File: config.mk
export PLATFORM = sky130hd
export DESIGN_NAME = sort_sequencer_flat
export DESIGN_NICKNAME = d
export VERILOG_FILES = /design/src/rtl/sort_sequencer_pkg.sv /design/src/rtl/sort_sequencer_if.sv /design/src/rtl/sort_sequencer.sv /design/src/flat_wrapper.sv
export SDC_FILE = /design/constraint.sdc
export NUM_CORES = 1
export LEC_CHECK = 0
export BUFFER_PORTS_ARGS = -buffer_cell sky130_fd_sc_hd__buf_2
export CAP_MARGIN = 15
export CORE_MARGIN = 1.5
export CORE_UTILIZATION = 52
export DETAILED_ROUTE_END_ITERATION = 16
export PLACE_DENSITY = 0.83
export SETUP_SLACK_MARGIN = 0.02
export SYNTH_ARGS = -nofsm -noshare
export SYNTH_HDL_FRONTEND = slang
export SYNTH_SLANG_ARGS = --single-unit
export TNS_END_PERCENT = 30
File: constraint.sdc
create_clock -name clk -period 3.4 [get_ports clk]
set_input_delay 0.34 -clock clk [delete_from_list [all_inputs] [get_ports clk]]
set_output_delay 0.34 -clock clk [all_outputs]
set_load 0.02 [all_outputs]
File: src/rtl/sort_sequencer_pkg.sv
// Shared definitions for the sort_top sequencer: state encodings, parameter
// defaults and a width helper.
package sort_sequencer_pkg;

  localparam logic [2:0] ST_IDLE      = 3'd0;
  localparam logic [2:0] ST_SRST      = 3'd1;
  localparam logic [2:0] ST_LOAD      = 3'd2;
  localparam logic [2:0] ST_WAIT      = 3'd3;
  localparam logic [2:0] ST_DRAIN_WR  = 3'd4;
  localparam logic [2:0] ST_DRAIN_ADV = 3'd5;
  localparam logic [2:0] ST_FIN       = 3'd6;

  localparam int unsigned DEF_SRT_RST_CYCLES = 2;
  localparam int unsigned DEF_TIMEOUT        = 1024;

  // Ceiling log2, never less than 1 so it can size a register directly.
  function automatic int unsigned clog2(input int unsigned v);
    int unsigned r;
    r = 0;
    while ((64'd1 << r) < 64'(v)) r++;
    return (r == 0) ? 1 : r;
  endfunction

endpackage

File: src/rtl/sort_sequencer_if.sv
// Control, buffer and sorter signals between the sequencer (master) and its
// surroundings (slave).
interface sort_sequencer_if #(
  parameter int unsigned AW = 3,
  parameter int unsigned DW = 32
);
  logic          start;
  logic          abort;
  logic          busy;
  logic          done;
  logic          err;
  logic          src_rd;
  logic [AW-1:0] src_addr;
  logic [DW-1:0] src_data;
  logic          dst_we;
  logic [AW-1:0] dst_addr;
  logic [DW-1:0] dst_data;
  logic          srt_rst;
  logic          srt_now1;
  logic          srt_now2;
  logic [DW-1:0] srt_din;
  logic          srt_y_valid;
  logic [DW-1:0] srt_dout;

  modport master (
    input  start, abort, src_data, srt_y_valid, srt_dout,
    output busy, done, err, src_rd, src_addr, dst_we, dst_addr, dst_data,
           srt_rst, srt_now1, srt_now2, srt_din
  );

  modport slave (
    output start, abort, src_data, srt_y_valid, srt_dout,
    input  busy, done, err, src_rd, src_addr, dst_we, dst_addr, dst_data,
           srt_rst, srt_now1, srt_now2, srt_din
  );
endinterface

File: src/rtl/sort_sequencer.sv
// Job sequencer for sort_top: resets the sorter, streams the source buffer in,
// waits for results under a watchdog and drains them to the destination buffer.
module sort_sequencer
  import sort_sequencer_pkg::*;
#(
  parameter int unsigned LOG_INPUT_NUM  = 3,
  parameter int unsigned DATAWIDTH      = 32,
  parameter int unsigned SRT_RST_CYCLES = DEF_SRT_RST_CYCLES,
  parameter int unsigned TIMEOUT        = DEF_TIMEOUT
) (
  input logic              clk,
  input logic              rst,
  sort_sequencer_if.master bus
);

  localparam int unsigned AW  = LOG_INPUT_NUM;
  localparam int unsigned DW  = DATAWIDTH;
  localparam int unsigned N   = 1 << AW;
  localparam int unsigned WDW = clog2(TIMEOUT + 1);
  localparam int unsigned RCW = clog2(SRT_RST_CYCLES + 1);

  localparam logic [AW-1:0]  IDX_LAST = AW'(N - 1);
  localparam logic [WDW-1:0] WD_LAST  = WDW'(TIMEOUT - 1);
  localparam logic [WDW-1:0] WD_MAX   = WDW'(TIMEOUT);
  localparam logic [RCW-1:0] RC_LAST  = RCW'(SRT_RST_CYCLES - 1);

  logic [2:0]     state_q, state_d;
  logic [RCW-1:0] rc_q, rc_d;
  logic [WDW-1:0] wd_q, wd_d;
  logic [AW-1:0]  idx_q, idx_d;
  logic           ret_vld_q, ret_vld_d;
  logic           busy_q, busy_d;
  logic           done_q, done_d;
  logic           err_q, err_d;
  logic           src_rd_q, src_rd_d;
  logic [AW-1:0]  src_addr_q, src_addr_d;
  logic           dst_we_q, dst_we_d;
  logic [AW-1:0]  dst_addr_q, dst_addr_d;
  logic [DW-1:0]  dst_data_q, dst_data_d;
  logic           srt_rst_q, srt_rst_d;
  logic           srt_now1_q, srt_now1_d;
  logic           srt_now2_q, srt_now2_d;
  logic [DW-1:0]  srt_din_q, srt_din_d;

  // Next state and next registered outputs; every output reflects the state being entered.
  always_comb begin
    state_d    = state_q;
    rc_d       = rc_q;
    wd_d       = wd_q;
    idx_d      = idx_q;
    ret_vld_d  = 1'b0;
    done_d     = 1'b0;
    err_d      = err_q;
    src_rd_d   = 1'b0;
    src_addr_d = src_addr_q;
    dst_we_d   = 1'b0;
    dst_addr_d = dst_addr_q;
    dst_data_d = dst_data_q;
    srt_rst_d  = 1'b0;
    srt_now1_d = 1'b0;
    srt_now2_d = 1'b0;
    srt_din_d  = srt_din_q;

    case (state_q)
      ST_IDLE: begin
        if (bus.start) begin
          state_d   = ST_SRST;
          err_d     = 1'b0;
          rc_d      = '0;
          srt_rst_d = 1'b1;
        end
      end
      ST_SRST: begin
        if (rc_q == RC_LAST) begin
          state_d    = ST_LOAD;
          src_rd_d   = 1'b1;
          src_addr_d = '0;
        end else begin
          rc_d      = RCW'(rc_q + 1'b1);
          srt_rst_d = 1'b1;
        end
      end
      ST_LOAD: begin
        // Read return pipe: src_rd -> data valid -> registered into srt_din with now1.
        ret_vld_d  = src_rd_q;
        srt_now1_d = ret_vld_q;
        if (ret_vld_q) srt_din_d = bus.src_data;
        if (src_rd_q && (src_addr_q != IDX_LAST)) begin
          src_rd_d   = 1'b1;
          src_addr_d = AW'(src_addr_q + 1'b1);
        end
        if (srt_now1_q && !ret_vld_q) begin
          state_d = ST_WAIT;
          wd_d    = '0;
        end
      end
      ST_WAIT: begin
        if (bus.srt_y_valid) begin
          state_d    = ST_DRAIN_WR;
          idx_d      = '0;
          dst_we_d   = 1'b1;
          dst_addr_d = '0;
          dst_data_d = bus.srt_dout;
          srt_now2_d = 1'b1;
        end else if (wd_q == WD_LAST) begin
          state_d = ST_FIN;
          err_d   = 1'b1;
          done_d  = 1'b1;
        end else if (wd_q != WD_MAX) begin
          wd_d = WDW'(wd_q + 1'b1);
        end
      end
      ST_DRAIN_WR: begin
        if (idx_q == IDX_LAST) begin
          state_d = ST_FIN;
          done_d  = 1'b1;
        end else begin
          state_d = ST_DRAIN_ADV;
        end
      end
      ST_DRAIN_ADV: begin
        state_d    = ST_DRAIN_WR;
        idx_d      = AW'(idx_q + 1'b1);
        dst_we_d   = 1'b1;
        dst_addr_d = AW'(idx_q + 1'b1);
        dst_data_d = bus.srt_dout;
        srt_now2_d = 1'b1;
      end
      ST_FIN: begin
        state_d = ST_IDLE;
      end
      default: begin
        state_d = ST_IDLE;
      end
    endcase

    // Abort overrides everything: reset the sorter, drop in-flight reads, keep err.
    if (bus.abort && (state_q != ST_IDLE) && (state_q != ST_FIN)) begin
      state_d    = ST_FIN;
      done_d     = 1'b1;
      err_d      = err_q;
      srt_rst_d  = 1'b1;
      src_rd_d   = 1'b0;
      ret_vld_d  = 1'b0;
      dst_we_d   = 1'b0;
      srt_now1_d = 1'b0;
      srt_now2_d = 1'b0;
    end

    busy_d = (state_d != ST_IDLE);
  end

  always_ff @(posedge clk) begin
    if (rst) begin
      state_q    <= ST_IDLE;
      rc_q       <= '0;
      wd_q       <= '0;
      idx_q      <= '0;
      ret_vld_q  <= 1'b0;
      busy_q     <= 1'b0;
      done_q     <= 1'b0;
      err_q      <= 1'b0;
      src_rd_q   <= 1'b0;
      src_addr_q <= '0;
      dst_we_q   <= 1'b0;
      dst_addr_q <= '0;
      dst_data_q <= '0;
      srt_rst_q  <= 1'b0;
      srt_now1_q <= 1'b0;
      srt_now2_q <= 1'b0;
      srt_din_q  <= '0;
    end else begin
      state_q    <= state_d;
      rc_q       <= rc_d;
      wd_q       <= wd_d;
      idx_q      <= idx_d;
      ret_vld_q  <= ret_vld_d;
      busy_q     <= busy_d;
      done_q     <= done_d;
      err_q      <= err_d;
      src_rd_q   <= src_rd_d;
      src_addr_q <= src_addr_d;
      dst_we_q   <= dst_we_d;
      dst_addr_q <= dst_addr_d;
      dst_data_q <= dst_data_d;
      srt_rst_q  <= srt_rst_d;
      srt_now1_q <= srt_now1_d;
      srt_now2_q <= srt_now2_d;
      srt_din_q  <= srt_din_d;
    end
  end

  assign bus.busy     = busy_q;
  assign bus.done     = done_q;
  assign bus.err      = err_q;
  assign bus.src_rd   = src_rd_q;
  assign bus.src_addr = src_addr_q;
  assign bus.dst_we   = dst_we_q;
  assign bus.dst_addr = dst_addr_q;
  assign bus.dst_data = dst_data_q;
  assign bus.srt_rst  = srt_rst_q;
  assign bus.srt_now1 = srt_now1_q;
  assign bus.srt_now2 = srt_now2_q;
  assign bus.srt_din  = srt_din_q;

endmodule

File: src/flat_wrapper.sv
// flat-port wrapper written by rule: the top's interface ports become plain ports
module sort_sequencer_flat import sort_sequencer_pkg::*;
#(
  parameter int unsigned LOG_INPUT_NUM  = 3,
  parameter int unsigned DATAWIDTH      = 32,
  parameter int unsigned SRT_RST_CYCLES = DEF_SRT_RST_CYCLES,
  parameter int unsigned TIMEOUT        = DEF_TIMEOUT
)
  (clk, rst, bus_start, bus_abort, bus_src_data, bus_srt_y_valid, bus_srt_dout, bus_busy, bus_done, bus_err, bus_src_rd, bus_src_addr, bus_dst_we, bus_dst_addr, bus_dst_data, bus_srt_rst, bus_srt_now1, bus_srt_now2, bus_srt_din);
  sort_sequencer_if #(.AW((3)), .DW((32))) bus_i ();
  input logic clk;
  input logic rst;
  input wire logic [$bits(bus_i.start)-1:0] bus_start;
  input wire logic [$bits(bus_i.abort)-1:0] bus_abort;
  input wire logic [$bits(bus_i.src_data)-1:0] bus_src_data;
  input wire logic [$bits(bus_i.srt_y_valid)-1:0] bus_srt_y_valid;
  input wire logic [$bits(bus_i.srt_dout)-1:0] bus_srt_dout;
  output wire logic [$bits(bus_i.busy)-1:0] bus_busy;
  output wire logic [$bits(bus_i.done)-1:0] bus_done;
  output wire logic [$bits(bus_i.err)-1:0] bus_err;
  output wire logic [$bits(bus_i.src_rd)-1:0] bus_src_rd;
  output wire logic [$bits(bus_i.src_addr)-1:0] bus_src_addr;
  output wire logic [$bits(bus_i.dst_we)-1:0] bus_dst_we;
  output wire logic [$bits(bus_i.dst_addr)-1:0] bus_dst_addr;
  output wire logic [$bits(bus_i.dst_data)-1:0] bus_dst_data;
  output wire logic [$bits(bus_i.srt_rst)-1:0] bus_srt_rst;
  output wire logic [$bits(bus_i.srt_now1)-1:0] bus_srt_now1;
  output wire logic [$bits(bus_i.srt_now2)-1:0] bus_srt_now2;
  output wire logic [$bits(bus_i.srt_din)-1:0] bus_srt_din;
  assign bus_i.start = bus_start;
  assign bus_i.abort = bus_abort;
  assign bus_i.src_data = bus_src_data;
  assign bus_i.srt_y_valid = bus_srt_y_valid;
  assign bus_i.srt_dout = bus_srt_dout;
  assign bus_busy = bus_i.busy;
  assign bus_done = bus_i.done;
  assign bus_err = bus_i.err;
  assign bus_src_rd = bus_i.src_rd;
  assign bus_src_addr = bus_i.src_addr;
  assign bus_dst_we = bus_i.dst_we;
  assign bus_dst_addr = bus_i.dst_addr;
  assign bus_dst_data = bus_i.dst_data;
  assign bus_srt_rst = bus_i.srt_rst;
  assign bus_srt_now1 = bus_i.srt_now1;
  assign bus_srt_now2 = bus_i.srt_now2;
  assign bus_srt_din = bus_i.srt_din;
  sort_sequencer #(.LOG_INPUT_NUM(LOG_INPUT_NUM), .DATAWIDTH(DATAWIDTH), .SRT_RST_CYCLES(SRT_RST_CYCLES), .TIMEOUT(TIMEOUT)) u_core (.clk(clk), .rst(rst), .bus(bus_i));
endmodule
[Yosys cells after proc, flatten, opt, wreduce, memory -nomap -nowiden]
Cells that the tools add are included.
Operators by class
  reduce and logical (&&, ||, !) cells: 21
  bitwise gates (word level): 2
  multiplexer cells: 41
  $add $sub $neg: 4
  equal/unequal tests: 21
Operators with widths (number)
  $pmux W32 S2: 1
  $mux W11: 4
  $mux W32: 1
  $mux W3: 9
  $pmux W11 S2: 1
  $pmux W3 S6: 1
  $mux W1: 13
  $pmux W3 S2: 2
  $add A11 B1 Y11 const B: 1
  $eq A11 B10 Y1 const B: 1
  $ne A11 B11 Y1 const B: 1
  $ne A2 B1 Y1 const B: 5
  $ne A2 B2 Y1 const B: 5
  $pmux W1 S2: 5
  $reduce_and A5 Y1: 2
  $reduce_bool A2 Y1: 5
  $eq A3 B3 Y1 const B: 3
  $add A3 B1 Y3 const B: 2
  $eq A3 B2 Y1 const B: 2
  $mux W2: 3
  $ne A3 B3 Y1 const B: 2
  $reduce_and A3 Y1: 2
  $reduce_bool A3 Y1: 2
  $logic_and A1 B1 Y1: 4
  10 further kinds: 12
Word-level totals
  register bits: 94
  output and inout port bits: 78
  logic and storage cells: 104

[Longest topological paths before layout]
Gate-level depths: netlist of the first run.
  depth in word-level cells: 6
  gate-level depth with buffers: 8

[Least setup slack after synthesis of the first run]
OpenSTA, ideal clock, no wires.
  path kind: reg-to-reg
  start point: reg u_core.wd_q[1]
  end point: reg u_core.wd_q[8]
  setup slack: 1.618 ns
  required time: 3.330 ns
  arrival time: 1.712 ns
  buffers on the path: 1
  cell stages (with the launch flop): 8
  library setup time: 0.070 ns
  cell sequence: dfxtp_1 ha_1 nand3_2 o41a_1 o22ai_2 buf_6 o31ai_1 a21oi_1
Between the ends
  longest elaborated chain between the ends: 5
  elaborated cells on any way between the ends: 10
Ends and longest elaborated chain
  from (decl): line sort_sequencer.sv:29  | logic [WDW-1:0] wd_q, wd_d;
  from (signal assigned): line sort_sequencer.sv:175  | wd_q <= wd_d;
  $add A11 B1 Y11: line sort_sequencer.sv:110  | wd_d = WDW'(wd_q + 1'b1);
  $mux W11: line sort_sequencer.sv:109  | end else if (wd_q != WD_MAX) begin
  $mux W11: line sort_sequencer.sv:105  | end else if (wd_q == WD_LAST) begin
  $mux W11: line sort_sequencer.sv:98  | if (bus.srt_y_valid) begin
  $pmux W11 S2: line sort_sequencer.sv:64  | case (state_q)
Several ways; a longest one is shown, not always the timed one. The select of a mux whose other input is x is not followed.
A chain may end at the register's enable or synchronous reset.

[Worst setup path in the final report of the first run]
  start point: reg u_core.state_q[0]
  end point: reg u_core.wd_q[8]
Between the ends
  longest elaborated chain between the ends: 3
  elaborated cells on any way between the ends: 9
Ends and longest elaborated chain
  from (decl): line sort_sequencer.sv:27  | logic [2:0] state_q, state_d;
  from (signal assigned): line sort_sequencer.sv:173  | state_q <= state_d;
  $eq A3 B2 Y1: line sort_sequencer.sv:64
  $ne A2 B2 Y1 (no source line) (tied with other cells)
  $reduce_and A5 Y1 (no source line)
Several ways; a longest one is shown, not always the timed one.

==> results of run 1 <==
[worst max-delay path by stage]
stage                            from              to  slack (ns)  cells after the start
floorplan              u_core.wd_q[1]  u_core.wd_q[8]        1.62                      7
global placement       u_core.wd_q[1]  u_core.wd_q[3]        1.28                      6
detailed placement  u_core.state_q[0]  u_core.wd_q[8]        1.15                      5
CTS                 u_core.state_q[0]  u_core.wd_q[8]        1.13                      5
global route        u_core.state_q[0]  u_core.wd_q[9]        0.93                      5
finish              u_core.state_q[0]  u_core.wd_q[8]        1.10                      5
[metrics by stage]
stage | util (%) | hold WS [ns] | instance area (um^2)
finish | 67.6 | 0.207 | 4590
CTS | 67.6 | 0.188 | 4590
global placement | 64.8 | 0.435 | 4400
global route | 67.6 | 0.200 | 4590
detailed placement | 64.8 | 0.443 | 4400
floorplan | - | 0.457 | 3660
[tightest hold or removal path, stage by stage]
cell	delay (ns)
buf_2	0.09
nand2_1	0.04
a21oi_1	0.05
[state kept, by name, indices dropped and copies added (netlist names), 2 cells and up]
name	flops
u_core.bus.dst_data	32
u_core.bus.src_addr	3
u_core.bus.srt_din	32
u_core.idx_q	3
u_core.rc_q	2
u_core.state_q	3
u_core.wd_q	11
[routing by layer]
metal | vias to the layer above | global-route usage, % | part of all wire, %
met3 | 8 | 7.11 | 7.7
met4 | 0 | 8.21 | 0.98
met1 | 1609 | 29.4 | 43
li1 | 1771 | - | -
met5 | - | 0 | 0
met2 | 131 | 38.9 | 49
[logic make-up after synthesis]
group	share of synthesized area, %
AO/OA/AOI/OAI	17.2
adder cells (fa/ha/maj)	2.39
buffers and inverters	4.58
flip-flops	51.4
multiplexers	0.273
AND/OR/NAND/NOR	24.1
[power by group through the flow]
stage	sequential (mW)	combinational [mW]	clock, mW
final	1.24	0.486	0.690
after global routing	1.25	0.535	0.750
after global placement	1.27	0.473	0
after CTS	1.24	0.487	0.710
after detailed placement	1.27	0.485	0
after floorplan	1.30	0.311	0
[final cells by class]
| cell class | count | area (um^2) |
|---|---|---|
| clock inverters | 5 | 43.8 |
| multi-input cells | 317 | 1620 |
| fillers | 572 | 2200 |
| flip-flops and latches | 94 | 1880 |
| repair buffers | 149 | 753 |
| inverters | 9 | 33.8 |
| clock buffers | 11 | 141 |
| well taps | 96 | 120 |
[cells in the final DEF (no fill, tap or decap), drive strengths merged, types with 3 or more instances in the layout]
cell / count
or4: 5
o21ai: 9
buf: 149
a22oi: 3
clkbuf: 11
o31ai: 4
nor2b: 5
a21oi: 81
dfxtp: 94
nand2: 137
nand3b: 3
or3: 4
nor2: 23
a31oi: 5
inv: 10
ha: 7
nor3: 3
nand4: 4
==> out/metrics.yaml, run 1 <==
status:
  status: "completed"
critical_path:
  critPathTopFamily: "simple AND/OR/NAND/NOR gates"
  arrival_ns: 2.59
  path_buf_inv: 0
  rr_startpoint: "u_core.state_q[0]"
  cp_slowest_stage_delay_ns: 0.69
  critPathRequiredTime_ns: 3.69
  r2r_setup_slack_ns: 1.10
  end_kind: "flip-flop"
  worst-path-max-fanout: 19
  r2r_cells: 5
  crit_path_start_kind: "flip-flop"
  crit_chain: "nand3b_1, a31oi_2, o22ai_2, or4_1, a21oi_1"
  crit_slowest_cell: "dfxtp_1"
  critPathKind: "flip-flop to flip-flop"
  reg2reg_to: "u_core.wd_q[8]"
die:
  rows: 30
  io_pins: 147
  initial_core_util_pct: 53.9
  dieWidth_um: 86.9
  die_y_um: 86.9
  die-area_um2: 7550
  coreArea_um2: 6790
final_layout:
  final_nets: 656
  fin_cells: 681
  syn2layout_area_growth_pct: 25.4
  num_antenna_cells: 0
  drive_above_1_share_pct: 30.3
grt:
  grt.overflow.total: 0
  track_usage_pct: 23.6
  grt_pass1_vias: 3336
  grt_pass1_wl_um: 14300
  antenna_found_initial: 0
  grt_max_degree: 44
cts:
  clkLatencyLatePin_ns: 0.36
  htreeDepth: 3
  cts.clk_slew.worst_paths_ns: 0.10
  clock_sinks: 94
  cts_buffer_depth: 2
  cts_buffers: 9
  cts-hold-fix-buffers: 0
  cts_root_buffer: "clkbuf_8"
  ctsResizeCount: 0
  cts_tree: "done"
  post_cts_buffers: 0
yosys:
  synth_most_common_cell: "nand2_1"
  synth_common_cells: "nand2_1, dfxtp_1, a21oi_1"
  yosys.area.top_type: "dfxtp_1"
  synth_seq_cells: 94
  synth.top_cell.area_share_pct: 51.4
  syn_area_um2: 3660
  synth_nets: 524
  syn_inst: 448
  synth_warnings: 0
  async_reset_ff_share_pct: 0
  syn_avg_cell_area_um2: 8.17
  synth-main-ff-cell: "dfxtp_1"
  synth.distinct_cells: 47
  ys_seq_area_share_pct: 51.4
  synth.area.top_cells: "dfxtp_1, nand2_1, a21oi_1, ha_1, nor2_1"
  synth_edf_count: 0
drt:
  ant_nets: 0
  wl_um: 8700
  firstDrtPassIters: 4
  wl_per_cell_um: 12.8
  drt_iter0_drc: 149
  drc: 0
  viasPerCell: 5.17
  dr_total_vias: 3519
timing:
  max_clock_freq_ghz: 0.434
  worst_pin_slew_ns: 1.08
  post-route-period-util_pct: 67.8
  layout_setup_ws_ns: 1.10
  relSlewSlack_pct: 27.8
  fin_crit_ns: 2.30
  rsz0062_at_grt: "false"
  hold_viol: 0
  fin_skew_ns: 0.0140
  drv_slew: 0
  fin_setup_tns_ns: 0
  setup_viol: 0
power:
  switching_power_mw: 0.781
  clkPwrFrac_pct: 28.5
  leakagePower_nw: 1.97
  power.total_mw: 2.42
  irDropWorstVdd_uv: 251
  pwr-share-comb_pct: 20.1
  switching_share_pct: 32.3
  seq_power_share_pct: 51.4
  power_density_nw_per_um2: 527
  intPower_mw: 1.64
hold_path:
  worstHoldPathCells: 3
  hold_start: "bus_src_data[20]"
  hp-class: "input port to flip-flop"
  hold_path_end: "u_core.bus.srt_din[20]"
flow_run:
  cap_violations: 0
placement:
  hpwlAfterDp_um: 6230
  gp_congestion: 0.862
  dp_slack_ns: 1.15
  dpl.cell_count: 665
  io_buffers: 146
(Power assumes the default switching activity.)
==> inputs of run 2 (changes only) <==
Settings changed: CORE_UTILIZATION 52 to 43, PLACE_DENSITY 0.83 to 0.73.
Clock period 3.4 ns to 2.1 ns, I/O delays scaled along.
==> run 2 against run 1 <==
  * Design area increased by 3.5%
  * Power grew 73%
  * Die area increased by 20%
  * Combinational power rose by 90%
  * Critical path type unchanged
  * Critical endpoint unchanged
  * Highest routed layer unchanged
==> out/metrics.yaml, run 2 (same netlist as run 1, synthesis figures left out) <==
drt:
  viasPerCell: 5.01  # -3.0%
  ant_nets: 0  # unchanged
  wl_per_cell_um: 13.2  # +3.1%
  drc: 0  # unchanged
  dr_total_vias: 3518  # -0.028%
  drt_iter0_drc: 133  # -11%
  wl_um: 9250  # +6.3%
  firstDrtPassIters: 5  # +1
timing:
  relSlewSlack_pct: 35.6  # +7.8 points
  setup_viol: 0  # unchanged
  fin_setup_tns_ns: 0  # unchanged
  drv_slew: 0  # unchanged
  max_clock_freq_ghz: 0.505  # +16%
  fin_crit_ns: 1.98  # -0.325 ns
  worst_pin_slew_ns: 0.966  # -0.117 ns
  post-route-period-util_pct: 94.2  # +26 points
  rsz0062_at_grt: "false"
  hold_viol: 0  # unchanged
  layout_setup_ws_ns: 0.121  # -0.975 ns
  fin_skew_ns: 0.0130  # -0.000928 ns
die:
  rows: 33  # +10%
  io_pins: 147  # unchanged
  coreArea_um2: 8220  # +21%
  die-area_um2: 9080  # +20%
  dieWidth_um: 95.3  # +9.6%
  die_y_um: 95.3  # +9.6%
  initial_core_util_pct: 44.6  # -9.3 points
placement:
  dp_slack_ns: 0.104  # -1.05 ns
  hpwlAfterDp_um: 6520  # +4.7%
  dpl.cell_count: 686  # +3.2%
  io_buffers: 146  # unchanged
  gp_congestion: 0.839  # -2.6%
status:
  status: "completed"
final_layout:
  n_fill_cell: 751  # +31%
  final_nets: 668  # +1.8%
  syn2layout_area_growth_pct: 29.7
  final_common_cell: "buf_2"
  final_cell_mix: "buf_2, nand2_1, dfxtp_1, a21oi_1, nor2_1"
  drive_above_1_share_pct: 32.5  # +2.2 points
  num_antenna_cells: 0  # unchanged
  fin_cells: 702  # +3.1%
  utilization_pct: 57.8  # -9.7 points
critical_path:
  critPathKind: "flip-flop to flip-flop"
  rr_startpoint: "u_core.wd_q[0]"
  end_kind: "flip-flop"
  crit_path_start_kind: "flip-flop"
  critPathRequiredTime_ns: 2.38  # -1.31 ns
  crit_start: "u_core.wd_q[0]"
  worst-path-max-fanout: 19  # unchanged
  arrival_ns: 2.26  # -0.33 ns
cts:
  cts_buffers: 9  # unchanged
  clock_sinks: 94  # unchanged
  cts-hold-fix-buffers: 0  # unchanged
  cts_buffer_depth: 2  # unchanged
  cts_root_buffer: "clkbuf_8"
  cts.clk_slew.worst_paths_ns: 0.10  # about the same
  htreeDepth: 3  # unchanged
  cts_tree: "done"
  clkLatencyLatePin_ns: 0.36  # about the same
grt:
  antenna_found_initial: 0  # unchanged
  track_usage_pct: 20.1  # -3.5 points
  grt_pass1_wl_um: 14300  # about the same
  grt_pass1_vias: 3146  # -5.7%
  grt.overflow.total: 0  # unchanged
  grt_max_degree: 62  # +41%
flow_run:
  cap_violations: 0  # unchanged
power:
  irDropWorstVdd_uv: 443  # +77%
  power.total_mw: 4.20  # +73%
  leakagePower_nw: 2.05  # +4.2%
  power_density_nw_per_um2: 883  # +68%
hold_path:
  hold_start: "bus_srt_dout[2]"
  hp-class: "input port to flip-flop"
run 2: cell types whose count changed in the layout (fill, tap and decap cells not counted), sizes merged:
cell      delta
buf         +12
bufinv       +1
clkinvlp     -1
run 2: layer usage:
layer	share of wire, %	wire length (um)	vias to the layer above	global-route usage (%)
met4	1.7	153	0	8.96
met1	43	4010	1582	24.7
li1	-	-	1795	-
met2	46	4280	131	32.1
met5	0	0	-	0
met3	8.7	805	10	6.38
run 2: cell type report:
type / count / area (um^2) / share of cell area [%]
Clock inverter: 5 / 66.3 / 1.40
Tap cell: 105 / 131 / 2.77
Inverter: 9 / 33.8 / 0.711
Clock buffer: 11 / 151 / 3.19
Timing Repair Buffer: 161 / 856 / 18.0
Multi-Input combinational cell: 317 / 1620 / 34.2
Sequential cell: 94 / 1890 / 39.7
run 2: report_power, final:
group	leakage (nW)	total [mW]	switching [mW]	internal, mW
Clock	0.108	1.27	0.641	0.628
Sequential	0.760	2.01	0.101	1.90
Combinational	1.18	0.921	0.561	0.360
Total	2.05	4.20	1.30	2.89
run 2: timing repair:
action | in CTS | in global routing
buffers inserted | 0 | 0
endpoints found under the hold margin | 0 | 0
gates resized for setup | 0 | 4
setup endpoints to repair | 0 | 28
run 2: stage by stage:
step | hold WS [ns] | cell area, um^2
global placement | 0.436 | 4530
global route | 0.0628 | 4750
CTS | 0.0597 | 4740
detailed placement | 0.443 | 4530
finish | 0.0750 | 4750
floorplan | 0.346 | 3660
run 2: worst paths after layout:
path	end	slack, ns	cells after the start
max	u_core.wd_q[8]	0.12	8
min	u_core.bus.dst_data[2]	0.08	3
max reg2reg	u_core.wd_q[8]	0.12	8
min reg2reg	u_core.bus.dst_data[11]	0.45	2
run 2: worst max-delay path, stage by stage, from the launching register on:
cell and delay, ns:
dfxtp_2 0.36, inv_1 0.07, ha_1 0.19, nor4b_1 0.15, a31oi_2 0.21, o22ai_2 0.09
buf_4 0.20, or4_1 0.48, a21oi_1 0.17
